File: config.mk
export PLATFORM = sky130hd
export DESIGN_NAME = syn_btb_sa_flat
export DESIGN_NICKNAME = d
export VERILOG_FILES = /design/src/rtl/syn_btb_sa_if.sv /design/src/rtl/syn_btb_sa.sv /design/src/flat_wrapper.sv
export SDC_FILE = /design/constraint.sdc
export NUM_CORES = 1
export LEC_CHECK = 0
export BUFFER_PORTS_ARGS = -buffer_cell sky130_fd_sc_hd__buf_2
export CAP_MARGIN = 20
export CORE_MARGIN = 10
export CORE_UTILIZATION = 30
export DETAILED_ROUTE_END_ITERATION = 8
export GPL_ROUTABILITY_DRIVEN = 0
export PLACE_DENSITY_LB_ADDON = 0.08
export SLEW_MARGIN = 25
export SYNTH_ARGS = -nofsm -noshare
export SYNTH_HDL_FRONTEND = slang
export SYNTH_SLANG_ARGS = --single-unit
File: constraint.sdc
create_clock -name clk -period 4.31 [get_ports clk]
set_clock_uncertainty 0.1 [all_clocks]
set_input_delay 0.431 -clock clk [delete_from_list [all_inputs] [get_ports clk]]
set_output_delay 0.431 -clock clk [all_outputs]
set_load 0.02 [all_outputs]
File: src/rtl/syn_btb_sa_if.sv
// Fetch-side lookup and resolve-side update bundle for the set-associative BTB.
// master = pipeline (drives PC and resolved branch), slave = BTB (returns prediction).
interface syn_btb_sa_if #(
    parameter int IM_ADDR_BIT = 10
);
    logic                   en;
    logic                   flush;
    logic [IM_ADDR_BIT-1:0] PC;
    logic [IM_ADDR_BIT-1:0] PC_4;
    logic                   w_en;
    logic                   succeed;
    logic [IM_ADDR_BIT-1:0] pc_before_g;
    logic [IM_ADDR_BIT-1:0] g_addr;
    logic                   hit;
    logic [IM_ADDR_BIT-1:0] guess_addr;

    modport master (
        output en, flush, PC, PC_4, w_en, succeed, pc_before_g, g_addr,
        input  hit, guess_addr
    );

    modport slave (
        input  en, flush, PC, PC_4, w_en, succeed, pc_before_g, g_addr,
        output hit, guess_addr
    );
endinterface

File: src/rtl/syn_btb_sa.sv
// Set-associative BTB: 0-cycle combinational lookup, update/flush on rising edge.
// No backpressure; en=0 freezes all state while lookup keeps tracking PC.
module syn_btb_sa #(
    parameter int IM_ADDR_BIT = 10,
    parameter int SETS        = 4,
    parameter int WAYS        = 2,
    parameter int CTR_BIT     = 2
) (
    input  logic         clk,
    input  logic         rst_n,
    syn_btb_sa_if.slave  bus
);
    localparam int IDX_BIT = (SETS > 1) ? $clog2(SETS) : 0;
    localparam int AGE_BIT = (WAYS > 1) ? $clog2(WAYS) : 1;

    typedef logic [IM_ADDR_BIT-1:0] addr_t;
    typedef logic [AGE_BIT-1:0]     age_t;
    typedef logic [CTR_BIT-1:0]     ctr_t;

    localparam ctr_t CTR_MAX  = {CTR_BIT{1'b1}};
    localparam ctr_t CTR_WEAK = ctr_t'(1) << (CTR_BIT - 1);

    logic  valid_q [SETS][WAYS];
    logic  valid_d [SETS][WAYS];
    age_t  age_q   [SETS][WAYS];
    age_t  age_d   [SETS][WAYS];
    addr_t tag_q   [SETS][WAYS];
    addr_t tgt_q   [SETS][WAYS];
    ctr_t  ctr_q   [SETS][WAYS];

    function automatic int set_of(input addr_t a);
        if (IDX_BIT == 0) return 0;
        return int'(a) & (SETS - 1);
    endfunction

    // Lookup: iterate high to low so the lowest matching way wins.
    int   lk_set;
    int   lk_way;
    logic lk_hit;
    always_comb begin
        lk_set = set_of(bus.PC);
        lk_hit = 1'b0;
        lk_way = 0;
        for (int w = WAYS - 1; w >= 0; w--) begin
            if (valid_q[lk_set][w] && tag_q[lk_set][w] == bus.PC) begin
                lk_hit = 1'b1;
                lk_way = w;
            end
        end
    end

    assign bus.hit        = lk_hit;
    assign bus.guess_addr = (lk_hit && ctr_q[lk_set][lk_way][CTR_BIT-1])
                            ? tgt_q[lk_set][lk_way] : bus.PC_4;

    int   up_set;
    int   up_way;
    int   victim;
    int   touch_way;
    logic up_hit;
    logic have_inv;
    logic up_go;
    logic touch;
    always_comb begin
        up_set   = set_of(bus.pc_before_g);
        up_hit   = 1'b0;
        up_way   = 0;
        have_inv = 1'b0;
        victim   = 0;
        for (int w = WAYS - 1; w >= 0; w--) begin
            if (valid_q[up_set][w] && tag_q[up_set][w] == bus.pc_before_g) begin
                up_hit = 1'b1;
                up_way = w;
            end
        end
        for (int w = WAYS - 1; w >= 0; w--) begin
            if (!valid_q[up_set][w]) begin
                have_inv = 1'b1;
                victim   = w;
            end
        end
        if (!have_inv) begin
            for (int w = 0; w < WAYS; w++) begin
                if (age_q[up_set][w] == age_t'(WAYS - 1)) victim = w;
            end
        end
        up_go     = bus.en && bus.w_en && !bus.flush;
        touch     = up_go && (up_hit || bus.succeed);
        touch_way = up_hit ? up_way : victim;
    end

    always_comb begin
        valid_d = valid_q;
        age_d   = age_q;
        if (bus.en && bus.flush) begin
            for (int s = 0; s < SETS; s++) begin
                for (int w = 0; w < WAYS; w++) begin
                    valid_d[s][w] = 1'b0;
                    age_d[s][w]   = age_t'(w);
                end
            end
        end else if (touch) begin
            valid_d[up_set][touch_way] = 1'b1;
            for (int w = 0; w < WAYS; w++) begin
                if (w == touch_way)
                    age_d[up_set][w] = '0;
                else if (age_q[up_set][w] < age_q[up_set][touch_way])
                    age_d[up_set][w] = age_q[up_set][w] + age_t'(1);
            end
        end
    end

    always_ff @(posedge clk or negedge rst_n) begin
        if (!rst_n) begin
            for (int s = 0; s < SETS; s++) begin
                for (int w = 0; w < WAYS; w++) begin
                    valid_q[s][w] <= 1'b0;
                    age_q[s][w]   <= age_t'(w);
                end
            end
        end else begin
            valid_q <= valid_d;
            age_q   <= age_d;
        end
    end

    // Payload needs no reset: it is only observed through a valid bit.
    always_ff @(posedge clk) begin
        if (touch) begin
            if (up_hit) begin
                if (bus.succeed) begin
                    tgt_q[up_set][touch_way] <= bus.g_addr;
                    if (ctr_q[up_set][touch_way] != CTR_MAX)
                        ctr_q[up_set][touch_way] <= ctr_q[up_set][touch_way] + ctr_t'(1);
                end else if (ctr_q[up_set][touch_way] != '0) begin
                    ctr_q[up_set][touch_way] <= ctr_q[up_set][touch_way] - ctr_t'(1);
                end
            end else begin
                tag_q[up_set][touch_way] <= bus.pc_before_g;
                tgt_q[up_set][touch_way] <= bus.g_addr;
                ctr_q[up_set][touch_way] <= CTR_WEAK;
            end
        end
    end
endmodule

File: src/flat_wrapper.sv
// flat-port wrapper written by rule: the top's interface ports become plain ports
module syn_btb_sa_flat 
#(
    parameter int IM_ADDR_BIT = 10,
    parameter int SETS        = 4,
    parameter int WAYS        = 2,
    parameter int CTR_BIT     = 2
)
  (clk, rst_n, bus_en, bus_flush, bus_PC, bus_PC_4, bus_w_en, bus_succeed, bus_pc_before_g, bus_g_addr, bus_hit, bus_guess_addr);
  syn_btb_sa_if #(.IM_ADDR_BIT(IM_ADDR_BIT)) bus_i ();
  input  logic clk;
  input  logic rst_n;
  input wire logic [$bits(bus_i.en)-1:0] bus_en;
  input wire logic [$bits(bus_i.flush)-1:0] bus_flush;
  input wire logic [$bits(bus_i.PC)-1:0] bus_PC;
  input wire logic [$bits(bus_i.PC_4)-1:0] bus_PC_4;
  input wire logic [$bits(bus_i.w_en)-1:0] bus_w_en;
  input wire logic [$bits(bus_i.succeed)-1:0] bus_succeed;
  input wire logic [$bits(bus_i.pc_before_g)-1:0] bus_pc_before_g;
  input wire logic [$bits(bus_i.g_addr)-1:0] bus_g_addr;
  output wire logic [$bits(bus_i.hit)-1:0] bus_hit;
  output wire logic [$bits(bus_i.guess_addr)-1:0] bus_guess_addr;
  assign bus_i.en = bus_en;
  assign bus_i.flush = bus_flush;
  assign bus_i.PC = bus_PC;
  assign bus_i.PC_4 = bus_PC_4;
  assign bus_i.w_en = bus_w_en;
  assign bus_i.succeed = bus_succeed;
  assign bus_i.pc_before_g = bus_pc_before_g;
  assign bus_i.g_addr = bus_g_addr;
  assign bus_hit = bus_i.hit;
  assign bus_guess_addr = bus_i.guess_addr;
  syn_btb_sa #(.IM_ADDR_BIT(IM_ADDR_BIT), .SETS(SETS), .WAYS(WAYS), .CTR_BIT(CTR_BIT)) u_core (.clk(clk), .rst_n(rst_n), .bus(bus_i));
endmodule
==> flow_summary.ini, run 1 <==
[floorplanning]
dieHeight_um = 191
core_um2 = 28900
initial_core_util_pct = 30.5
io_pins = 57
die_width_um = 191
die_area_um2 = 36600
rows = 62

[clocking]
clk_path_buf_depth = 2
root_buffer = clkbuf_16
cts_tree = yes
clock_sinks = 192
clk_pin_slew_worst_paths_ns = 0.08
insertion_delay_ns = 0.44
cts_inserted_buffers = 17
cts_setup_buffers = 0
htree_levels = 4

[sta]
rsz0062_at_grt = false
setup_viol = 0
period_minus_slack_ns = 3.86
tightest_slew_ns = 0.949
worst_slack_ns = 0.449
fmax_mhz = 259
fin_hold_ws_ns = 0.160
finalHoldViolations = 0
max-slew-margin-rel_pct = 36.1
slew_viol_final = 0
fin_crit_sh_pct = 89.6
tns_ns = 0

[critical_path]
worstPathArrival_ns = 3.33
cp-start-kind = primary input
cp-startpoint = bus_PC[0]
timing.rr.start = u_core.tag_q[3][17]$_DFFE_PP_
crit_required_ns = 3.78
critical_path.max_fanout = 18
crit_type = in2out
end_kind = primary output

[logic_synthesis]
synth_area_um2 = 8800
yosysMostFrequentCell = edfxtp_1
yosysWarnings = 0
synth_top_area_share_pct = 60.1
yosysTopAreaCell = edfxtp_1
synthArstFlopShare_pct = 8.33
yosysUniqueCellTypes = 57
synth_area_leaders = edfxtp_1, mux4_2, dfrtp_1
ys.flop_type = edfxtp_1
synth_cells = 504
synth_edf_count = 176
synth_nets = 552
ys_seq_area_share_pct = 64.7
netlist_top_cells_count = edfxtp_1, mux4_2, nor2_1
yosys_register_bits = 192
avgSynthCellArea_um2 = 17.5

[detailed_routing]
firstDrtPassIters = 4
drtAntennaViolNets = 0
drt-total-wl_um = 21700
vias = 4844
via_per_inst = 4.90
routedWlPerCell_um = 21.9
drcViolationCount = 0
drt_iter0_markers = 318

[flow_run]
cap_viol_max_count = 0

[pwr]
p_seq_share_pct = 51.6
peakVddDrop_uv = 216
combPwrFrac_pct = 7.4
power_density_nw_per_um2 = 382
p_switching_w = 0.000994
p_sw_share_pct = 25.1
cellLeakagePower_nw = 3.46
p_int_w = 0.00297
power_frac_clock_pct = 41.0

[place]
hpwl_um = 15000
pre_cts_slack_ns = 0.0289
portBuffers = 56

[global_routing]
grt_pass1_wl_um = 33400
track_usage_pct = 12.3
gr-total-overflow = 0
grt_pass1_vias = 5456
grt_start_max_net_pins = 23
antenna_found_initial = 0

[cells_and_area]
drive_above_1_share_pct = 37.0
syn2layout_area_growth_pct = 17.9
final_nets = 640
antennaDiodeCount = 0

[hold_path]
hold_start = bus_g_addr[5]
hold_class = in2reg

[run_status]
status = finished clean
sequential cells by signal (all words and copies together), names as in the netlist:
| register | cells |
|---|---|
| u_core.age_q | 8 |
| u_core.ctr_q | 16 |
| u_core.tag_q | 80 |
| u_core.tgt_q | 80 |
| u_core.valid_q | 8 |
cell usage in the layout, fill, tap and decap left out, drive strengths merged, types with 5 or more instances in the layout:
cell type    n
o21ai       11
or3          8
mux4        62
inv         19
nor2        35
clkinv       7
o21a         7
mux2        22
dfrtp       12
xor2         5
xnor2       30
edfxtp     176
nor3         9
clkbuf      17
nand2       14
nand2b       6
mux2i        5
nand4        6
buf         93
a21oi        9
nand3        8
power groups by stage:
| stage | clock network (W) | registers [W] | logic (W) |
|---|---|---|---|
| floorplan | 0 | 0.00209 | 0.000181 |
| global placement | 0 | 0.00209 | 0.000300 |
| detailed placement | 0 | 0.00209 | 0.000302 |
| CTS | 0.00167 | 0.00205 | 0.000304 |
| global route | 0.00176 | 0.00205 | 0.000323 |
| finish | 0.00162 | 0.00205 | 0.000295 |
path summary, 6_finish.rpt:
check	to	slack, ns	cells after the start
min in group asynchronous	u_core.valid_q[5]$_DFFE_PN0P_	0.34	2
worst min register to register	u_core.valid_q[2]$_DFFE_PN0P_	0.43	1
worst max-delay path	bus_guess_addr[1]	0.45	11
worst max register to register	u_core.ctr_q[1][1]$_DFFE_PP_	0.66	12
worst min-delay path	u_core.tgt_q[1][15]$_DFFE_PP_	0.16	1
max in group asynchronous	u_core.age_q[6]$_DFFE_PN1P_	3.46	2
per-layer routing:
layer	up-vias	track usage, %	part of all wire [%]
li1	2198	-	-
met1	2533	15.5	44
met2	98	21.1	51
met3	15	2.44	4.0
met4	0	3.37	1.0
met5	-	0	0
critical path: stages:
cell,delay [ns]
buf_2,0.32
buf_12,0.23
mux4_2,0.52
xnor2_1,0.21
nand4_1,0.16
nor3_2,0.39
nor2_2,0.10
buf_12,0.17
mux2_1,0.34
mux2_1,0.28
buf_2,0.16
cells by family (layout without fill, tap and decap cells):
| logic type | after synthesis | after routing | share of synthesized area (%) |
|---|---|---|---|
| AOI/OAI and AO/OA | 46 | 46 | 3.68 |
| muxes | 89 | 89 | 19.3 |
| adders and majority gates | 2 | 2 | 0.284 |
| buffers and inverters | 36 | 137 | 1.91 |
| xor gates and xnor gates | 35 | 35 | 3.82 |
| DFF | 192 | 192 | 64.7 |
| and+or+nand+nor | 104 | 104 | 6.30 |
area by class of cell:
class | instances | area, µm²
inverter | 11 | 41.3
multi-input combinational | 276 | 2950
sequential | 192 | 5690
clock buffer | 17 | 425
timing repair buffer | 94 | 593
fill | 2776 | 18500
tap | 384 | 480
clock inverter | 15 | 196
repair_timing:
| item | CTS | global route |
|---|---|---|
| gates resized for setup | 0 | 0 |
| hold endpoints to repair | 12 | 0 |
| hold buffers | 1 | 0 |
stage by stage:
stage          area, µm²  total power, W  std cells  utilization (%)
2_1_floorplan       8800         0.00227        504                -
3_3_place_gp        9740         0.00239        956             33.7
3_5_place_dp        9740         0.00239        956             33.8
4_1_cts            10400         0.00402        989             35.9
5_1_grt            10400         0.00413        989             36.0
6_report           10400         0.00397        989             36.0
No activity file was read; power rests on OpenSTA's default activity.
==> run 2: changes to the inputs <==
CTS_BUF_LIST = sky130_fd_sc_hd__clkbuf_2 sky130_fd_sc_hd__clkbuf_4 sky130_fd_sc_hd__clkbuf_8   (was unset)
==> flow_summary.ini, run 2 (synthesized netlist as in run 1, its figures left out) <==
[run_status]
status = finished clean

[clocking]
insertion_delay_ns = 0.48
cts_inserted_buffers = 17
root_buffer = clkbuf_8
clk_path_buf_depth = 2
clk_pin_slew_worst_paths_ns = 0.12
clock_sinks = 192
htree_levels = 4
cts_setup_buffers = 0
cts_tree = yes

[floorplanning]
die_area_um2 = 36600
dieHeight_um = 191
io_pins = 57
core_um2 = 28900
die_width_um = 191
rows = 62
initial_core_util_pct = 30.5

[global_routing]
gr-total-overflow = 0
grt_pass1_vias = 5421
globalRouteMet1Util_pct = 15.4
track_usage_pct = 12.3
busiest_layer = met2
antenna_found_initial = 0
grt_pass1_wl_um = 33200
met2_usage_pct = 21.0
grt_use_met3_pct = 2.39
grt_start_max_net_pins = 23

[critical_path]
cp-startpoint = bus_PC[0]
critPathCapture = bus_guess_addr[1]
crit_required_ns = 3.78
crit_type = in2out
r2r-end = u_core.ctr_q[1][0]$_DFFE_PP_
cp-start-kind = primary input
crit_chain = buf_2, buf_12, mux4_2, xnor2_1, nand4_1, nor3_2, nor2_2, buf_12, mux2_1, mux2_1, buf_2
critical_path.max_fanout = 18
max_stage_delay_ns = 0.52
timing.rr.start = u_core.tag_q[3][17]$_DFFE_PP_
ff2ff_path_depth = 12
end_kind = primary output
r2r_slack_ns = 0.63
worstPathArrival_ns = 3.34
slowest_stage = mux4_2

[place]
portBuffers = 56
placed_area_um2 = 9740
hpwl_um = 15000

[cells_and_area]
final_common_cell = edfxtp_1
layout_common_cells = edfxtp_1, mux4_2, buf_2
fin_area_um2 = 10200
top_regs = u_core.tag_q x80, u_core.tgt_q x80, u_core.ctr_q x16
fill_cells = 2797
syn2layout_area_growth_pct = 15.7
multi_input_area_um2 = 2950
final_nets = 640
antennaDiodeCount = 0
ff_latch_area_um2 = 5690
drive_above_1_share_pct = 37.0

[hold_path]
hold_class = in2reg

[detailed_routing]
routedWlPerCell_um = 22.0
drcViolationCount = 0
firstDrtPassIters = 4
drtAntennaViolNets = 0
via_per_inst = 4.89
vias = 4834
drt-total-wl_um = 21700
drt_iter0_markers = 283

[sta]
fin_crit_sh_pct = 89.7
tns_ns = 0
rsz0062_at_grt = false
tightest_slew_ns = 0.973
fmax_mhz = 259
finalHoldViolations = 0
period_minus_slack_ns = 3.87
slew_viol_final = 0
max-slew-margin-rel_pct = 34.5
setup_viol = 0

[pwr]
p_total_w = 0.00358
cellLeakagePower_nw = 3.37
power_density_nw_per_um2 = 352
peakVddDrop_uv = 154

[flow_run]
cap_viol_max_count = 0
run 2: layer usage:
layer  vias to the layer above  wire, µm
met3                        19       887
met2                        96     11000
li1                       2195         -
met4                         0       277
met5                         -         0
met1                      2524      9530
run 2: worst min-delay path by stage:
stage                  startpoint                       endpoint  slack (ns)  depth (start not counted)
finish              bus_g_addr[6]   u_core.tgt_q[0][6]$_DFFE_PP_        0.12                          1
CTS                 bus_g_addr[5]  u_core.tgt_q[1][15]$_DFFE_PP_        0.07                          1
global placement            rst_n  u_core.valid_q[3]$_DFFE_PN0P_        0.27                          1
global route        bus_g_addr[5]  u_core.tgt_q[1][15]$_DFFE_PP_        0.09                          1
detailed placement          rst_n  u_core.valid_q[5]$_DFFE_PN0P_        0.27                          1
floorplan                   rst_n    u_core.age_q[1]$_DFFE_PN0P_        0.04                          0
run 2: timing repair:
action                                 4_1_cts  5_1_grt
endpoints found under the hold margin       12        0
hold buffers                                 1        0
resized for setup                            0        0
run 2: where the power goes:
group / internal [W] / switching (W) / total, W
clock network: 0.000460 / 0.000781 / 0.00124
logic: 0.000127 / 0.000168 / 0.000295
registers: 0.00204 / 0.00000387 / 0.00205
total: 0.00263 / 0.000953 / 0.00358
run 2: critical path: cells and delay by family:
kind	cells	cell delay (ns)
mux	3	1.14
buf+inv	4	0.89
simple gates	3	0.66
xor+xnor	1	0.21
run 2: stage by stage:
stage / std cells / setup slack [ns] / hold WS [ns] / utilization, %
after detailed placement: 956 / 0.0289 / 0.270 / 33.8
after floorplan: 504 / 0.493 / 0.0354 / -
final: 989 / 0.442 / 0.117 / 35.3
after global routing: 989 / 0.253 / 0.0884 / 35.3
after CTS: 989 / 0.355 / 0.0737 / 35.3
after global placement: 956 / 0.0370 / 0.270 / 33.7
run 2: layout make-up:
| class | count | area share, % |
|---|---|---|
| timing repair buffer | 94 | 5.82 |
| sequential | 192 | 55.9 |
| clock inverter | 15 | 1.93 |
| clock buffer | 17 | 2.30 |
| inverter | 11 | 0.405 |
| multi-input combinational | 276 | 29.0 |
| tap | 384 | 4.72 |
